File: config.mk
export PLATFORM = sky130hd
export DESIGN_NAME = dcache_ecc_rmw_ctrl_flat
export DESIGN_NICKNAME = d
export VERILOG_FILES = /design/src/rtl/dcache_ecc_rmw_ctrl_if.sv /design/src/rtl/dcache_ecc_rmw_ctrl.sv /design/src/flat_wrapper.sv
export SDC_FILE = /design/constraint.sdc
export NUM_CORES = 1
export LEC_CHECK = 0
export BUFFER_PORTS_ARGS = -buffer_cell sky130_fd_sc_hd__buf_2
export CORE_AREA = 5 5 420 422
export CTS_CLUSTER_SIZE = 30
export DETAILED_ROUTE_END_ITERATION = 8
export DIE_AREA = 0 0 425 427
export PLACE_DENSITY = 0.35
export SYNTH_ARGS = -nofsm -noshare
export SYNTH_HDL_FRONTEND = slang
export SYNTH_SLANG_ARGS = --single-unit
File: constraint.sdc
create_clock -name clk -period 1.8 [get_ports clk]
set_input_delay 0.36 -clock clk [delete_from_list [all_inputs] [get_ports clk]]
set_output_delay 0.36 -clock clk [all_outputs]
set_load 0.005 [all_outputs]
File: src/rtl/dcache_ecc_rmw_ctrl_if.sv
// Bundle of request/response handshakes, data-array port, ECC codec port and
// the error counter for the ECC read-modify-write sequencer.
// slave  : the sequencer side.
// master : the MSHR/store pipeline, SRAM and codec side.
interface dcache_ecc_rmw_ctrl_if #(
    parameter int ADDR_W = 8,
    parameter int DATA_W = 128
);
    // request channel
    logic                  req_valid;
    logic                  req_ready;
    logic                  req_write;
    logic [ADDR_W-1:0]     req_addr;
    logic [DATA_W-1:0]     req_data;
    logic [DATA_W/8-1:0]   req_mask;
    // response channel
    logic                  resp_valid;
    logic                  resp_ready;
    logic [DATA_W-1:0]     resp_data;
    logic                  resp_corr;
    // data array port
    logic                  arr_en;
    logic                  arr_we;
    logic [ADDR_W-1:0]     arr_addr;
    logic [DATA_W-1:0]     arr_wdata;
    logic [DATA_W-1:0]     arr_rdata;
    // combinational encode/decode datapath
    logic [DATA_W-1:0]     enc_in;
    logic [DATA_W-1:0]     enc_out;
    logic [DATA_W-1:0]     dec_in;
    logic [DATA_W-1:0]     dec_data;
    logic                  dec_correctable;
    // status
    logic [15:0]           corr_count;

    modport slave (
        input  req_valid, req_write, req_addr, req_data, req_mask,
        output req_ready,
        output resp_valid, resp_data, resp_corr,
        input  resp_ready,
        output arr_en, arr_we, arr_addr, arr_wdata,
        input  arr_rdata,
        output enc_in, dec_in,
        input  enc_out, dec_data, dec_correctable,
        output corr_count
    );

    modport master (
        output req_valid, req_write, req_addr, req_data, req_mask,
        input  req_ready,
        input  resp_valid, resp_data, resp_corr,
        output resp_ready,
        input  arr_en, arr_we, arr_addr, arr_wdata,
        output arr_rdata,
        input  enc_in, dec_in,
        output enc_out, dec_data, dec_correctable,
        input  corr_count
    );
endinterface

File: src/rtl/dcache_ecc_rmw_ctrl.sv
// ECC read-modify-write sequencer for the 128-bit data-cache data array.
// Handles one request at a time: reads (decode + correct), full writes
// (encode + write), byte-masked writes (read, merge, encode, write back).
// Optional feature macro ECC_SCRUB_EN: when defined, a read that hits a
// correctable error rewrites the corrected row before responding.
module dcache_ecc_rmw_ctrl #(
    parameter int ADDR_W = 8,
    parameter int DATA_W = 128
) (
    input  logic clk,
    input  logic reset_n,
    dcache_ecc_rmw_ctrl_if.slave bus
);

    localparam int MASK_W = DATA_W / 8;

`ifdef ECC_SCRUB_EN
    localparam bit SCRUB_EN = 1'b1;
`else
    localparam bit SCRUB_EN = 1'b0;
`endif

    typedef enum logic [2:0] {
        S_IDLE,
        S_RD,
        S_CHK,
        S_WB,
        S_WR,
        S_RESP
    } state_t;

    state_t              r_state;
    state_t              w_next;

    // latched request
    logic                r_write;
    logic [ADDR_W-1:0]   r_addr;
    logic [DATA_W-1:0]   r_data;
    logic [MASK_W-1:0]   r_mask;

    // write-back payload, response and status
    logic [DATA_W-1:0]   r_wb_data;
    logic [DATA_W-1:0]   r_resp_data;
    logic                r_resp_corr;
    logic [15:0]         r_corr_count;

    logic                w_accept;
    logic                w_full;
    logic                w_zero;
    logic [DATA_W-1:0]   w_merge;

    assign w_accept = bus.req_valid && (r_state == S_IDLE);
    assign w_full   = &bus.req_mask;
    assign w_zero   = ~|bus.req_mask;

    // Byte merge of new write data over the corrected old row.
    always_comb begin
        // NOTE: every output of a combinational block gets a default first so no latch is inferred.
        w_merge = bus.dec_data;
        for (int i = 0; i < MASK_W; i++) begin
            if (r_mask[i]) begin
                w_merge[8*i +: 8] = r_data[8*i +: 8];
            end
        end
    end

    // State register; reset returns to IDLE asynchronously, killing any array access.
    always_ff @(posedge clk or negedge reset_n) begin
        if (!reset_n) begin
            r_state <= S_IDLE;
        end else begin
            // NOTE: sequential state uses non-blocking assignment so all flops update together.
            r_state <= w_next;
        end
    end

    // Next-state selection.
    always_comb begin
        w_next = r_state;
        unique case (r_state)
            S_IDLE: begin
                if (bus.req_valid) begin
                    if (!bus.req_write)  w_next = S_RD;
                    else if (w_full)     w_next = S_WR;
                    else if (w_zero)     w_next = S_RESP;
                    else                 w_next = S_RD;
                end
            end
            S_RD:   w_next = S_CHK;
            S_CHK: begin
                if (r_write)                               w_next = S_WB;
                else if (bus.dec_correctable && SCRUB_EN)  w_next = S_WB;
                else                                       w_next = S_RESP;
            end
            S_WB:   w_next = S_RESP;
            S_WR:   w_next = S_RESP;
            S_RESP: begin
                if (bus.resp_ready) w_next = S_IDLE;
            end
            default: w_next = S_IDLE;
        endcase
    end

    // Outputs decoded from the current state; array port is quiet outside RD/WR/WB.
    always_comb begin
        bus.req_ready  = (r_state == S_IDLE);
        bus.resp_valid = (r_state == S_RESP);
        bus.arr_en     = 1'b0;
        bus.arr_we     = 1'b0;
        bus.arr_addr   = '0;
        bus.arr_wdata  = '0;
        bus.enc_in     = '0;
        unique case (r_state)
            S_RD: begin
                bus.arr_en   = 1'b1;
                bus.arr_addr = r_addr;
            end
            S_WR: begin
                bus.arr_en    = 1'b1;
                bus.arr_we    = 1'b1;
                bus.arr_addr  = r_addr;
                bus.enc_in    = r_data;
                bus.arr_wdata = bus.enc_out;
            end
            S_WB: begin
                bus.arr_en    = 1'b1;
                bus.arr_we    = 1'b1;
                bus.arr_addr  = r_addr;
                bus.enc_in    = r_wb_data;
                bus.arr_wdata = bus.enc_out;
            end
            default: ;
        endcase
    end

    assign bus.dec_in     = bus.arr_rdata;
    assign bus.resp_data  = r_resp_data;
    assign bus.resp_corr  = r_resp_corr;
    assign bus.corr_count = r_corr_count;

    // Request latch, decode capture in CHK and the saturating error counter.
    always_ff @(posedge clk or negedge reset_n) begin
        if (!reset_n) begin
            r_write      <= 1'b0;
            r_addr       <= '0;
            r_data       <= '0;
            r_mask       <= '0;
            r_wb_data    <= '0;
            r_resp_data  <= '0;
            r_resp_corr  <= 1'b0;
            r_corr_count <= '0;
        end else begin
            if (w_accept) begin
                r_write     <= bus.req_write;
                r_addr      <= bus.req_addr;
                r_data      <= bus.req_data;
                r_mask      <= bus.req_mask;
                r_resp_data <= '0;
                r_resp_corr <= 1'b0;
            end
            if (r_state == S_CHK) begin
                // partial writes push back the merge; scrub reads push back the corrected row
                r_wb_data <= r_write ? w_merge : bus.dec_data;
                if (!r_write) begin
                    r_resp_data <= bus.dec_data;
                    r_resp_corr <= bus.dec_correctable;
                end
                if (bus.dec_correctable && (r_corr_count != 16'hFFFF)) begin
                    r_corr_count <= r_corr_count + 16'd1;
                end
            end
        end
    end

endmodule

File: src/flat_wrapper.sv
// flat-port wrapper written by rule: the top's interface ports become plain ports
module dcache_ecc_rmw_ctrl_flat 
#(
    parameter int ADDR_W = 8,
    parameter int DATA_W = 128
)
  (clk, reset_n, bus_req_valid, bus_req_write, bus_req_addr, bus_req_data, bus_req_mask, bus_req_ready, bus_resp_valid, bus_resp_data, bus_resp_corr, bus_resp_ready, bus_arr_en, bus_arr_we, bus_arr_addr, bus_arr_wdata, bus_arr_rdata, bus_enc_in, bus_dec_in, bus_enc_out, bus_dec_data, bus_dec_correctable, bus_corr_count);
  dcache_ecc_rmw_ctrl_if #(.ADDR_W(ADDR_W), .DATA_W(DATA_W)) bus_i ();
  input  logic clk;
  input  logic reset_n;
  input wire logic [$bits(bus_i.req_valid)-1:0] bus_req_valid;
  input wire logic [$bits(bus_i.req_write)-1:0] bus_req_write;
  input wire logic [$bits(bus_i.req_addr)-1:0] bus_req_addr;
  input wire logic [$bits(bus_i.req_data)-1:0] bus_req_data;
  input wire logic [$bits(bus_i.req_mask)-1:0] bus_req_mask;
  output wire logic [$bits(bus_i.req_ready)-1:0] bus_req_ready;
  output wire logic [$bits(bus_i.resp_valid)-1:0] bus_resp_valid;
  output wire logic [$bits(bus_i.resp_data)-1:0] bus_resp_data;
  output wire logic [$bits(bus_i.resp_corr)-1:0] bus_resp_corr;
  input wire logic [$bits(bus_i.resp_ready)-1:0] bus_resp_ready;
  output wire logic [$bits(bus_i.arr_en)-1:0] bus_arr_en;
  output wire logic [$bits(bus_i.arr_we)-1:0] bus_arr_we;
  output wire logic [$bits(bus_i.arr_addr)-1:0] bus_arr_addr;
  output wire logic [$bits(bus_i.arr_wdata)-1:0] bus_arr_wdata;
  input wire logic [$bits(bus_i.arr_rdata)-1:0] bus_arr_rdata;
  output wire logic [$bits(bus_i.enc_in)-1:0] bus_enc_in;
  output wire logic [$bits(bus_i.dec_in)-1:0] bus_dec_in;
  input wire logic [$bits(bus_i.enc_out)-1:0] bus_enc_out;
  input wire logic [$bits(bus_i.dec_data)-1:0] bus_dec_data;
  input wire logic [$bits(bus_i.dec_correctable)-1:0] bus_dec_correctable;
  output wire logic [$bits(bus_i.corr_count)-1:0] bus_corr_count;
  assign bus_i.req_valid = bus_req_valid;
  assign bus_i.req_write = bus_req_write;
  assign bus_i.req_addr = bus_req_addr;
  assign bus_i.req_data = bus_req_data;
  assign bus_i.req_mask = bus_req_mask;
  assign bus_req_ready = bus_i.req_ready;
  assign bus_resp_valid = bus_i.resp_valid;
  assign bus_resp_data = bus_i.resp_data;
  assign bus_resp_corr = bus_i.resp_corr;
  assign bus_i.resp_ready = bus_resp_ready;
  assign bus_arr_en = bus_i.arr_en;
  assign bus_arr_we = bus_i.arr_we;
  assign bus_arr_addr = bus_i.arr_addr;
  assign bus_arr_wdata = bus_i.arr_wdata;
  assign bus_i.arr_rdata = bus_arr_rdata;
  assign bus_enc_in = bus_i.enc_in;
  assign bus_dec_in = bus_i.dec_in;
  assign bus_i.enc_out = bus_enc_out;
  assign bus_i.dec_data = bus_dec_data;
  assign bus_i.dec_correctable = bus_dec_correctable;
  assign bus_corr_count = bus_i.corr_count;
  dcache_ecc_rmw_ctrl #(.ADDR_W(ADDR_W), .DATA_W(DATA_W)) u_core (.clk(clk), .reset_n(reset_n), .bus(bus_i));
endmodule
==> summary.txt, run 1 <==
Status
  – Status: finished with violations
  – Failing checks: setup timing

Logic synthesis
  – Gate Count Post-Synth: 1716
  – Commonest cells post-synth: 429 x dfrtp_1, 257 x a22o_1, 152 x nand2_1, 138 x buf_4, 130 x and2_1
  – Ys async rst share: 100.0%
  – Seq/Total Area, Yosys: 53.03%
  – Top cells by area, synth: dfrtp_1 53%, a22o_1 11%, mux2i_1 6.3%
  – Ys flop type: dfrtp_1
  – Mapped Avg Cell Area: 11.80 um^2
  – Synth warn: 0
  – Synth top area share: 53.03%
  – EDFF count, synth: 0
  – Netlist cell types: 46
  – Top-count cell post-synth: dfrtp_1
  – #FFs+latches synth: 429
  – Post-synth top area cell: dfrtp_1
  – Mapped Area: 20240 um^2
  – Syn Nets: 2259

Floorplan
  – Die H: 427 um
  – Die area: 181500 um^2
  – IO Pins: 1083
  – Core Area: 172700 um^2
  – Std-Cell Rows: 153
  – Initial Util: 11.72%
  – Chip Width: 425 um

Timing
  – Final setup margin: -790.8 ps
  – Min Tclk post-route: 2591 ps
  – WHS: 27.22 ps
  – Worst-Margin Slew: 586.5 ps
  – Fin crit share: 143.9%
  – Max-slew violation count: 0
  – Fin. Hold Viols: 0
  – Final setup fails: 687
  – Fmax: 0.3860 GHz
  – Slew Limit Headroom: 60.90%
  – Clock Skews: 48.75 ps
  – RSZ-0062 raised after global routing: yes

Critical path
  – CP Capture Type: primary output
  – Crit path to: bus_arr_wdata[117]
  – CP Class: reg2out
  – R2r setup slk: -360 ps
  – Critical path peak fanout: 54
  – Critical-path top delay cell: dfrtp_2
  – CP startpoint kind: register
  – Reg-to-Reg End: u_core.bus.resp_data[35]$_DFF_PN0_
  – R2R cell count: 8
  – CP Launch Point: u_core.r_state[2]$_DFFE_PN0P_
  – Worst Path Required: 1440 ps
  – Max incr delay on CP: 440 ps
  – Crit-path cells: inv_2 -> nor3_2 -> buf_4 -> or2_4 -> buf_12 -> and2_1 -> buf_2
  – Worst EP arrival: 2230 ps
  – R2R Path Start: u_core.r_state[2]$_DFFE_PN0P_

Job
  – Max-Cap Viols: 0

Power
  – NetSw: 19.19 mW
  – Internal Power: 33.65 mW
  – Sequential group share of total power: 32.8%
  – Pleak: 16.58 nW
  – Pwr Density: 1564 nW/um^2
  – Sw frac: 36.31%
  – Clk pwr share: 23.0%
  – Combinational Power Share: 44.2%
  – Peak VDD IR: 0.8046 mV

Finish
  – Nets: 3351
  – Final core occ: 19.56%
  – Layout cells sized above 1: 46.53%
  – FILL cells: 19120
  – Area Growth Syn to Fin: 66.86%

Placed design
  – GP Congestion: 0.8989
  – Pre-CTS WS: -224.7 ps
  – Dpl hpwl: 107800 um
  – IO buf count: 826

Clock tree
  – Root Driver: clkbuf_16
  – Worst-Skew Late Latency: 660 ps
  – H-tree levels: 2
  – Cts bufs inserted: 55
  – TritonCTS clock tree: built
  – Clock Sinks: 429
  – Clock Path Buffers: 3
  – Clock Pin Slew Worst Setup and Hold Paths: 60 ps

Detailed routing
  – Initial DRC Count: 990
  – DR pass1 iterations: 5
  – Wire per inst: 25.87 um
  – Final ANT Viol Nets: 0
  – Routed via count: 18450
  – Routed WL: 134200 um
  – DR DRC count: 0
  – Vias per inst: 3.556

GRT
  – Tot GR Track Use: 13.79%
  – Initial antenna violation count: 55
  – Vias in the first global route: 19340
  – Total grt overflow: 0
  – First-pass GRT wire length: 173000 um
  – Largest net degree at the start of global routing: 84

Worst hold path
  – WHS Path Cells: 2
  – Type of the most critical hold path: in2reg
  – Worst Hold Launch: bus_dec_data[120]
repair_timing:
item / CTS / global route
endpoints found under the hold margin: 556 / 0
hold buffers: 279 / 0
endpoints found under the setup margin: 624 / 692
cloned: 4 / 14
resized for setup: 71 / 93
buffers inserted: 8 / 15
pin swaps: 13 / 35
cell families after synthesis:
family / synth area share (%)
AOI/OAI and AO/OA: 14.67
xor gates and xnor gates: 0.6057
and+or+nand+nor: 8.684
DFF: 53.03
buffers and inverters: 8.109
muxes: 14.84
adders and majority gates: 0.06179
per-stage QoR:
step                instances  setup TNS [ps]  power, mW  area [um^2]
global route             5179         -340600      56.32        33760
detailed placement       4759          -71060      38.43        27620
floorplan                1716          -11830      27.90        20650
global placement         4759          -66330      38.28        27620
CTS                      5149         -307360      52.35        32960
finish                   5188         -272330      52.84        33780
worst min-delay path by stage:
stage                                                       to  slack, ps
after floorplan           u_core.bus.corr_count[0]$_DFFE_PN0P_         60
after global placement           u_core.r_data[46]$_DFFE_PN0P_        240
after detailed placement         u_core.r_data[46]$_DFFE_PN0P_        240
after CTS                  u_core.bus.resp_data[120]$_DFF_PN0_          5
after global routing       u_core.bus.resp_data[121]$_DFF_PN0_         20
final                      u_core.bus.resp_data[120]$_DFF_PN0_         30
registers in the layout, summed over array words and instances, names as in the netlist:
signal	flops
u_core.bus.resp_corr	1
u_core.r_state	3
u_core.r_addr	8
u_core.bus.resp_data	128
u_core.bus.corr_count	16
u_core.r_wb_data	128
u_core.r_data	128
u_core.r_mask	16
u_core.r_write	1
worst max-delay path: cells and delay by family, from the launching register on:
family	cells	cell delay [ps]
buf+inv	4	550
flops	1	440
simple gates	3	540
power groups by stage:
stage               clock [mW]  combinational (mW)  sequential [mW]
floorplan                    0                11.4             16.5
global placement             0                20.9             17.4
detailed placement           0                21.0             17.4
CTS                       12.6                22.4             17.3
global route              13.0                25.4             17.9
finish                    12.2                23.3             17.3
layout make-up:
type                       instances  area, um^2  share of cell area (%)
multi-input combinational       1034        8295                   24.56
antenna                           13       32.53                 0.09630
sequential                       429       10740                   31.78
clock inverter                    24       415.4                   1.230
timing repair buffer            1284        9812                   29.05
tap                             2325        2909                   8.612
inverter                           4       17.52                 0.05186
clock buffer                      75        1562                   4.623
placed cells by master (no fill, tap or decap), drive strengths merged, types with 4 or more instances in the layout:
cell type and count:
mux2i 128, o21ai 132, nand4 10, a22o 257, nor4 9, inv 6, nor3 4, mux2 153
buf 994, dlygate4sd3 279, xnor2 6, nor2 6, xor2 8, nor2b 9, a21oi 4, and2 131
diode 13, dfrtp 429, nand2 152, clkinv 10, bufinv 9, clkbuf 86
metal layers:
layer	GRT usage (%)	share of wire, %	wire, um
met3	2.909	6.0	8106
met1	15.16	37	49910
met5	0	0.0089	12
met4	5.798	4.8	6441
met2	25.59	52	69720
No activity file was read; power rests on OpenSTA's default activity.
==> inputs of run 2 (changes only) <==
--- a/config.mk
+++ b/config.mk
@@ -6,11 +6,12 @@
 export NUM_CORES = 1
 export LEC_CHECK = 0
 export BUFFER_PORTS_ARGS = -buffer_cell sky130_fd_sc_hd__buf_2
-export CORE_AREA = 5 5 420 422
+export CORE_AREA = 3 3 418 420
 export CTS_CLUSTER_SIZE = 30
 export DETAILED_ROUTE_END_ITERATION = 8
-export DIE_AREA = 0 0 425 427
+export DIE_AREA = 0 0 421 423
 export PLACE_DENSITY = 0.35
+export RECOVER_POWER = 25
 export SYNTH_ARGS = -nofsm -noshare
 export SYNTH_HDL_FRONTEND = slang
 export SYNTH_SLANG_ARGS = --single-unit
==> run 2 against run 1 <==
The run ends with capacitance limit, slew limit, setup timing left. Critical path type unchanged. Sequential cell count is the same. Cell count is essentially flat. Setup slack lost 77 ps. Via count is essentially flat. Non-clock buffer count grew 10. Clock skew grew 13 ps. Sequential power is essentially flat. Wire length grew 1.4%. Die area shrank 1.9%.
==> summary.txt, run 2 (synthesis results as in run 1) <==
Status
  – Status: finished with violations
  – Failing checks: capacitance limit, slew limit, setup timing

Timing
  – Worst-Margin Slew: 1546 ps (+959.5 ps)
  – Fin crit share: 148.2% (+4.3 points)
  – Final setup margin: -868.1 ps (-77.28 ps)
  – RSZ-0062 raised after global routing: yes
  – Min Tclk post-route: 2668 ps (+77.28 ps)
  – Max-slew violation count: 19 (+19)
  – Final setup fails: 730 (+6.3%)
  – Clock Skews: 61.87 ps (+13.12 ps)
  – Slew Limit Headroom: -3.063% (-64 points)
  – Fmax: 0.3748 GHz (-2.9%)
  – Fin. Hold Viols: 0 (unchanged)

Critical path
  – Crit-path cells: nor2b_4 -> and2_4 -> or2_4 -> buf_12 -> buf_4 -> and2_4 -> buf_2
  – CP Capture Type: primary output
  – Critical path's most frequent cell: and2_4
  – CP Class: reg2out
  – Critical path peak fanout: 20 (-63%)
  – Worst EP arrival: 2310 ps (+80 ps)
  – Worst Path Required: 1440 ps (about the same)
  – CP startpoint kind: register
  – Critical-path top delay cell: dfrtp_1
  – Max incr delay on CP: 390 ps (-50 ps)

Detailed routing
  – Final ANT Viol Nets: 0 (unchanged)
  – DR DRC count: 0 (unchanged)
  – DR pass1 iterations: 4 (-1)
  – Routed via count: 18460 (+0.092%)
  – Initial DRC Count: 721 (-27%)
  – Wire per inst: 26.22 um (+1.4%)
  – Routed WL: 136000 um (+1.4%)
  – Vias per inst: 3.558 (about the same)

Floorplan
  – Die area: 178100 um^2 (-1.9%)
  – IO Pins: 1083 (unchanged)
  – Chip Width: 421 um (-0.94%)
  – Core Area: 171400 um^2 (-0.76%)
  – Std-Cell Rows: 152 (-0.65%)
  – Die H: 423 um (-0.94%)
  – Initial Util: 11.81% (+0.090 points)

Placed design
  – Dpl cells: 4762 (+0.063%)
  – IO buf count: 826 (unchanged)
  – Pre-CTS WS: -245.6 ps (-20.93 ps)
  – Dpl hpwl: 110600 um (+2.7%)
  – GP Congestion: 0.8776 (-2.4%)

Clock tree
  – Clock Pin Slew Worst Setup and Hold Paths: 60 ps (about the same)
  – TritonCTS clock tree: built
  – Root Driver: clkbuf_16
  – Worst-Skew Late Latency: 680 ps (+20 ps)
  – Clock Sinks: 429 (unchanged)
  – H-tree levels: 2 (unchanged)
  – Cts bufs inserted: 58 (+5.5%)
  – Clock Path Buffers: 3 (unchanged)

Power
  – Pwr Density: 1569 nW/um^2 (+0.34%)
  – Peak VDD IR: 0.8682 mV (+7.9%)
  – Pleak: 16.61 nW (+0.20%)

GRT
  – Total grt overflow: 0 (unchanged)
  – Initial antenna violation count: 71 (+29%)
  – Vias in the first global route: 19520 (+0.94%)
  – Largest net degree at the start of global routing: 80 (-4.8%)
  – First-pass GRT wire length: 181000 um (+4.6%)
  – Tot GR Track Use: 14.69% (+0.90 points)

Finish
  – Nets: 3364 (+0.39%)
  – Layout cells sized above 1: 46.43% (-0.099 points)
  – Commonest non-fill, non-tap cell in the layout: buf_2
  – Final cell count without fillers: 5189 (+0.019%)
  – Commonest non-fill, non-tap cells in the layout: 777 x buf_2, 428 x dfrtp_1, 281 x dlygate4sd3_1
  – Area Growth Syn to Fin: 65.75%

Job
  – Max-Cap Viols: 1 (+1)

Worst hold path
  – Type of the most critical hold path: in2reg
==> run 2: changes by cell type in the layout (fill, tap and decap cells not counted), moves of 3 or more <==
cell,previous run,this run
buf_2,738,777
buf_6,96,63
clkinv_2,6,18
clkbuf_16,66,62
buf_8,4,7
clkinvlp_4,3,0
diode_2,13,10
==> run 2: final cells by class <==
| cell class | instances | area, um^2 |
|---|---|---|
| Antenna cell | 10 | 25.02 |
| Clock buffer | 77 | 1623 |
| Clock inverter | 31 | 392.9 |
| Fill cell | 18970 | 137800 |
| Inverter | 4 | 15.01 |
| Multi-Input combinational cell | 1034 | 8242 |
| Sequential cell | 429 | 10740 |
| Tap cell | 2310 | 2890 |
| Timing Repair Buffer | 1294 | 9632 |
==> run 2: path summary, 6_finish.rpt <==
| check | startpoint | to | slack [ps] | cells after the start |
|---|---|---|---|---|
| min reg2reg | u_core.r_wb_data[35]$_DFFE_PN0N_ | u_core.r_wb_data[35]$_DFFE_PN0N_ | 480 | 2 |
| min in group asynchronous | reset_n | u_core.r_wb_data[58]$_DFFE_PN0N_ | 610 | 2 |
| max reg2reg | u_core.r_state[1]$_DFFE_PN0P_ | u_core.bus.resp_data[47]$_DFF_PN0_ | -400 | 9 |
| max | u_core.r_state[1]$_DFFE_PN0P_ | bus_arr_wdata[88] | -870 | 7 |
| max in group asynchronous | reset_n | u_core.bus.resp_data[36]$_DFF_PN0_ | -90 | 4 |
| min | bus_req_data[43] | u_core.r_data[43]$_DFFE_PN0P_ | 50 | 2 |
==> run 2: through the flow <==
step	total power [mW]	setup TNS, ps	util, %	hold slack [ps]	cell area (um^2)
4_1_cts	53.30	-341960	19.41	0.8686	33250
5_1_grt	56.27	-487870	19.58	17.96	33540
6_report	52.67	-311120	19.58	54.26	33560
3_3_place_gp	38.60	-82170	16.19	223.5	27740
3_5_place_dp	38.78	-88560	16.19	220.9	27740
2_1_floorplan	27.90	-11830	-	64.41	20650
==> run 2: metal layers <==
layer  vias up  part of all wire [%]  track usage [%]
met4         2                   3.5            4.455
met3       262                   5.1            3.116
met5         -                0.0096                0
met1      9215                    37            15.93
li1       8255                     -                -
met2       730                    54            28.23
==> run 2: what timing repair did <==
action | CTS | global route
endpoints found under the setup margin | 632 | 694
pin swaps | 6 | 16
endpoints found under the hold margin | 619 | 0
hold buffers | 281 | 0
cloned | 7 | 4
resized for setup | 88 | 49
setup buffers | 16 | 4
==> run 2: where the power goes <==
part           leakage [nW]  switching [mW]  internal, mW
sequential             5.35            2.98          14.2
combinational          10.3            11.3          11.9
clock                  1.01            4.97          7.36
total                  16.6            19.2          33.4
==> run 2: worst max-delay path: cells and delay by family, from the launching register on <==
kind | cells | cell delay [ps]
AND/OR/NAND/NOR | 4 | 720
buffers and inverters | 3 | 480
flip-flops | 1 | 390
